**config.mk**
```make
export PLATFORM = sky130hd
export DESIGN_NAME = cuadrado_seq_raiz
export DESIGN_NICKNAME = d
export VERILOG_FILES = /design/src/rtl/cuadrado_seq_raiz.sv
export SDC_FILE = /design/constraint.sdc
export NUM_CORES = 1
export LEC_CHECK = 0
export ABC_AREA = 1
export CAP_MARGIN = 20
export CORE_MARGIN = 5
export CORE_UTILIZATION = 42
export CTS_BUF_LIST = sky130_fd_sc_hd__clkbuf_4 sky130_fd_sc_hd__clkbuf_8
export DETAILED_ROUTE_END_ITERATION = 7
export HOLD_SLACK_MARGIN = 0.15
export PLACE_DENSITY = 0.71
export SYNTH_ARGS = -nofsm -noshare
export SYNTH_HDL_FRONTEND = slang
export SYNTH_SLANG_ARGS = --single-unit
```
**constraint.sdc**
```tcl
create_clock -name CLK -period 6.4 [get_ports CLK]
set_clock_uncertainty 0.15 [all_clocks]
set_input_delay 1.28 -clock CLK [delete_from_list [all_inputs] [get_ports CLK]]
set_output_delay 1.28 -clock CLK [all_outputs]
set_load 0.02 [all_outputs]
```
**src/rtl/cuadrado_seq_raiz.sv**
```systemverilog
// rtl/cuadrado_seq_raiz.sv - shift-and-add squaring unit for the root inverse check
// Optional radicand comparator enabled by defining RAIZ_CHECK_EN.
module cuadrado_seq_raiz #(
    parameter int W = 16
) (
    input  logic           CLK,
    input  logic           RST,
    input  logic           INIT,
    input  logic [W-1:0]   A,
    output logic [2*W-1:0] PP,
    output logic           BUSY,
    output logic           DONE
`ifdef RAIZ_CHECK_EN
    ,
    input  logic [2*W-1:0] RADICANDO,
    output logic           EXACTA,
    output logic           MAYOR
`endif
);

    localparam int CW = $clog2(W + 1);

    typedef enum logic [1:0] {
        IDLE,
        RUN,
        FIN
    } state_t;

    state_t state, next_state;

    logic [2*W-1:0] acc;
    logic [2*W-1:0] md;
    logic [W-1:0]   b;
    logic [CW-1:0]  cnt;

    always_ff @(posedge CLK or posedge RST) begin
        if (RST) begin
            state <= IDLE;
        end else begin
            state <= next_state;
        end
    end

    always_comb begin
        next_state = state;
        case (state)
            IDLE:    if (INIT) next_state = RUN;
            RUN:     if (cnt == CW'(1)) next_state = FIN;
            FIN:     next_state = IDLE;
            default: next_state = IDLE;
        endcase
    end

    // BUSY drops in the same edge that raises DONE, since FIN always returns to IDLE
    assign BUSY = (state != IDLE);

    always_ff @(posedge CLK or posedge RST) begin
        if (RST) begin
            acc  <= '0;
            md   <= '0;
            b    <= '0;
            cnt  <= '0;
            PP   <= '0;
            DONE <= 1'b0;
        end else begin
            DONE <= 1'b0;
            case (state)
                IDLE: begin
                    if (INIT) begin
                        md  <= {{W{1'b0}}, A};
                        b   <= A;
                        acc <= '0;
                        cnt <= CW'(W);
                    end
                end
                RUN: begin
                    // the product of two W-bit values always fits in 2W bits
                    if (b[0]) acc <= acc + md;
                    md  <= md << 1;
                    b   <= b >> 1;
                    cnt <= cnt - 1'b1;
                end
                FIN: begin
                    PP   <= acc;
                    DONE <= 1'b1;
                end
                default: ;
            endcase
        end
    end

`ifdef RAIZ_CHECK_EN
    logic [2*W-1:0] rad;

    always_ff @(posedge CLK or posedge RST) begin
        if (RST) begin
            rad    <= '0;
            EXACTA <= 1'b0;
            MAYOR  <= 1'b0;
        end else begin
            if (state == IDLE && INIT) rad <= RADICANDO;
            if (state == FIN) begin
                EXACTA <= (acc == rad);
                MAYOR  <= (acc > rad);
            end
        end
    end
`endif

endmodule

```
Word level (Yosys, flattened, before mapping)

Index checks and enable logic that the tools add are counted.

$add $sub $neg: 2
Equality and inequality tests: 6
Multiplexer cells: 13
Reduce and logical (&&, ||, !) cells: 6

Operators by type and width:

| operator                                                               | number |
|---|---|
| 32-bit one-hot mux with 2 select lines                                 | 2 |
| 32-bit 2-to-1 mux                                                      | 3 |
| 32-bit adder                                                           | 1 |
| 16-bit one-hot mux with 2 select lines                                 | 1 |
| 16-bit 2-to-1 mux                                                      | 1 |
| 5-bit one-hot mux with 2 select lines                                  | 1 |
| 2-bit inequality test (second input constant)                          | 3 |
| 5-bit by 1-bit equality test with 1-bit output (second input constant) | 1 |
| 5-bit 2-to-1 mux                                                       | 1 |
| 5-bit by 1-bit subtractor with 5-bit output (second input constant)    | 1 |
| 2-bit 2-to-1 mux                                                       | 2 |
| 2-bit one-hot mux with 2 select lines                                  | 1 |
| 2-bit AND reduction                                                    | 2 |
| 2-bit nonzero test                                                     | 2 |
| 3-bit AND reduction                                                    | 1 |
| 2-bit by 1-bit equality test with 1-bit output (second input constant) | 1 |
| 2-bit equality test (second input constant)                            | 1 |
| 2-bit logical NOT                                                      | 1 |
| 1-bit 2-to-1 mux                                                       | 1 |

Register bits: 120
Input bits: 19
Output and inout bits: 34
Word-level logic and storage cells: 34

Depth between registers and ports, before layout

Depth in word-level cells: 3
Gate-level depth with buffers: 14
Mapped depth without buffers: 14

Worst setup path before layout

No wires, ideal clock.

Kind: input to register
From: input INIT
To: register md[10]
Data arrival time: 2.024 ns
Data required time: 6.120 ns
Setup slack: 4.096 ns
Stages: 6
Cells stage by stage: nand2_1 -> nor2_4 -> nor2_8 -> inv_4 -> clkbuf_1 -> o21ai_0

Longest elaborated chain between the ends: 2

RTL lines:

| element                                | RTL line | text |
|---|---|---|
| start, declared                        | 8        | `input logic INIT,` |
| 2-bit inequality test (no source line) | --       |  |
| 2-bit AND reduction (no source line)   | --       |  |
| end signal, assigned                   | 70       | `md <= {{W{1'b0}}, A};` |
| end signal, assigned                   | 79       | `md <= md << 1;` |
| end, declared                          | 32       | `logic [2*W-1:0] md;` |

No other way between the ends.
A chain may end at the register's enable or synchronous reset.

Worst setup path in the final report

From: register state[1]
To: output BUSY

Longest elaborated chain between the ends: 1

RTL lines:

| element                | RTL line | text |
|---|---|---|
| start, declared        | 29       | `state_t state, next_state;` |
| start signal, assigned | 40       | `state <= next_state;` |
| 2-bit nonzero test     | 55       | `assign BUSY = (state != IDLE);` |
| end, declared          | 11       | `output logic BUSY,` |

No other way between the ends.

==> qor.txt <==
status: complete, no violations
Max Fclk: 323 MHz
1st-pass router iterations: 5
initial antenna violation count: 0
CTS H-tree depth: 4
CP Max Fanout: 3
simple-gate share of the synthesized area: 0.271
row count: 47
area occupied by multi-input gates: 3270 µm²
Least-Margin Pin Slew: 0.887 ns
Leak: 4.47 nW
gr ovfl total: 0
I/O pin total: 53
clk root buf: clkbuf_8
Main synth FF type: dfrtp_1
Adder-Cell Fraction of Synth Area: 0.0608
xor and xnor area share after synthesis: 0.00369
Reg power frac: 0.314
largest net degree at the start of global routing: 81
die area: 19600 µm²
Mapped Nets: 1069
Worst-Skew Late Latency: 0.46 ns
Initial Util: 0.429
CP required: 4.97 ns
Overall Global Routing Usage: 0.179
largest cells by area after synthesis: dfrtp_1 (42%), nand2_1 (20%), inv_1 (9.8%), o21ai_0 (6.0%), ha_1 (5.8%)
relative slew slack: 0.408
Fin. Hold Viols: 0
CP endpoint kind: output port
largest family of logic cells by synthesized area: simple AND/OR/NAND/NOR gates
# diodes: 0
Synth-to-Final Area Change: 15.9%
crit start category: register
Cell variety after synth: 36
Fill cells: 1698
Comb power frac: 0.512
pre-CTS WS: 3.09 ns
Synth Cell Area: 7120 µm²
drt total wl: 17.0 mm
first-pass GRT wire length: 28.2 mm
worst hold stages: 2
Reg clk slew, reported paths: 0.07 ns
Synth top area share: 0.422
CTS Sinks: 120
max incr delay on CP: 0.60 ns
vias in the first global route: 5820
clock share of power: 0.174
syn_area_per_cell: 7.00 µm²
switching share of total power: 0.462
power density over the cells: 491 nW/µm²
clock buffer depth: 2
period utilization: 0.484
Residual DRC: 0
Reg2Reg Depth: 13
cell family with most CP delay: buffers and inverters
# port buffers: 52
DP Wirelength: 12.6 mm
post-route ant nets: 0
CP Depth: 3
grt met2 use: 0.263
mux cell area share after synthesis: 0.00141
max cap viols: 0
Ys Warns: 0
setup slack of the critical path after layout: 3.30 ns
nets: 1119
number of synthesized register bits: 120
type of the most critical hold path: register to register
CTS Buf Count: 17
WS Path Type: register to output port
CP Cell Sequence: inv_2 > nand2_1 > clkdlybuf4s50_1
Yosys top cell by area: dfrtp_1
core area: 16600 µm²
P_sw: 1.87 mW
Post-CTS Hold Buffers: 0
Slew Limit Fails: 0
worst path bufs/invs: 2
internal power: 2.18 mW
RSZ-0062 raised after global routing: false
critical path arrival: 1.67 ns
register area: 3000 µm²
Wirelength per Cell: 13.1 µm
die width: 140 µm
post-CTS sizing: 0
met1 Use GR: 0.259
GR peak layer: met2
routability cong.: 0.857
final setup fails: 0
Synth Area in Compound Gates: 0.122
iteration-0 DRC count of the detailed router: 396
TNS Setup: 0 ns
setup repair bufs after CTS: 0
Worst path slowest cell: clkdlybuf4s50_1
layout cells sized above 1: 0.0454
Synth Instances: 1016
Peak supply drop: 0.233 mV
Seq/Total Area, Yosys: 0.422
Via density: 4.80
vias: 6238
fraction of registers with async set/reset: 1.00
number of synthesized flops with an enable pin: 0
met3 Resource Use GR: 0.0409
fin crit period: 3.10 ns
CTS tree: yes
DIE HEIGHT: 140 µm
==> metrics by stage <==
| stage | cells | util | cell area (µm²) | power, mW | hold WS, ns |
|---|---|---|---|---|---|
| 6_report | 1299 | 0.497 | 8250 | 4.05 | 0.322 |
| 5_1_grt | 1299 | 0.497 | 8250 | 4.41 | 0.341 |
| 3_3_place_gp | 1266 | 0.471 | 7810 | 3.29 | 0.306 |
| 3_5_place_dp | 1266 | 0.471 | 7810 | 3.34 | 0.307 |
| 2_1_floorplan | 1016 | - | 7120 | 2.77 | 0.299 |
| 4_1_cts | 1298 | 0.496 | 8220 | 4.06 | 0.325 |
==> worst reg2reg max path, stage by stage, from the launching register on <==
cell	delay [ns]
dfrtp_1	0.35
ha_1	0.21
inv_1	0.07
fa_1	0.39
inv_1	0.15
nand3_1	0.09
nand3_1	0.18
nand2_1	0.10
nand3_1	0.17
nand2_1	0.11
nand2_1	0.08
nand2_1	0.04
nand3_1	0.11
nand2_1	0.07
==> sequential cells by signal (all words and copies together), names as in the netlist <==
| register | cells |
|---|---|
| state | 2 |
| acc | 32 |
| b | 16 |
| md | 32 |
| cnt | 5 |
| DONE | 1 |
| PP | 32 |
==> layout by cell type (no fill, tap or decap), types with 2 or more instances in the layout <==
cell	instances
clkbuf_4	2
clkinv_4	2
a21oi_1	30
a31oi_1	3
dfrtp_1	120
nor3_1	3
ha_1	33
nand2_1	372
o21bai_1	3
nand3_1	44
bufinv_16	2
clkdlybuf4s50_1	52
nor2_4	2
nor2_8	2
xnor2_1	2
buf_4	2
o21ai_1	12
clkinvlp_4	3
inv_4	3
a22oi_1	2
nor2_1	49
inv_2	4
clkinv_2	2
nand4_1	3
inv_1	185
o21ai_0	85
clkbuf_8	20
o22ai_1	22
==> routing by layer <==
layer,vias up,share of wire
li1,3271,-
met3,29,0.050
met1,2788,0.51
met5,-,0
met4,0,0.021
met2,150,0.42
==> synthesized netlist by cell type, drive strengths merged (3+ instances only) <==
library cell / n
inv: 192
nand4: 3
nand2: 373
o21bai: 3
buf: 14
clkbuf: 10
o22ai: 22
nor3: 3
nor2: 54
a31oi: 3
dfrtp: 120
a21oi: 30
o21ai: 97
nand3: 44
ha: 33
==> cells by family after synthesis <==
logic type | after synthesis
fa+ha+maj | 34
xor+xnor | 3
flops | 120
buf+inv | 216
simple gates | 480
mux | 1
compound gates | 162
==> final cells by class <==
cell class / count / area share
flip-flops and latches: 120 / 0.364
inverters: 192 / 0.0883
clock inverters: 10 / 0.0144
well taps: 220 / 0.0334
multi-input cells: 680 / 0.396
repair buffers: 55 / 0.0683
clock buffers: 22 / 0.0352
==> path summary, 6_finish.rpt <==
path,startpoint,end,slack (ns)
worst max-delay path,state[1]$_DFFE_PP0P_,BUSY,3.30
max in group asynchronous,RST,PP[6]$_DFFE_PP0P_,4.05
worst min-delay path,PP[27]$_DFFE_PP0P_,PP[27]$_DFFE_PP0P_,0.32
worst max register to register,acc[0]$_DFFE_PP0P_,acc[28]$_DFFE_PP0P_,4.02
min in group asynchronous,RST,acc[22]$_DFFE_PP0P_,0.91
worst min register to register,PP[27]$_DFFE_PP0P_,PP[27]$_DFFE_PP0P_,0.32
==> power groups by stage <==
| stage | registers (mW) | logic [mW] | clock network [mW] |
|---|---|---|---|
| 6_report | 1.27 | 2.07 | 0.703 |
| 5_1_grt | 1.30 | 2.35 | 0.759 |
| 4_1_cts | 1.27 | 2.07 | 0.721 |
| 3_5_place_dp | 1.28 | 2.06 | 0 |
| 3_3_place_gp | 1.27 | 2.02 | 0 |
| 2_1_floorplan | 1.29 | 1.48 | 0 |
(Power assumes the default switching activity.)
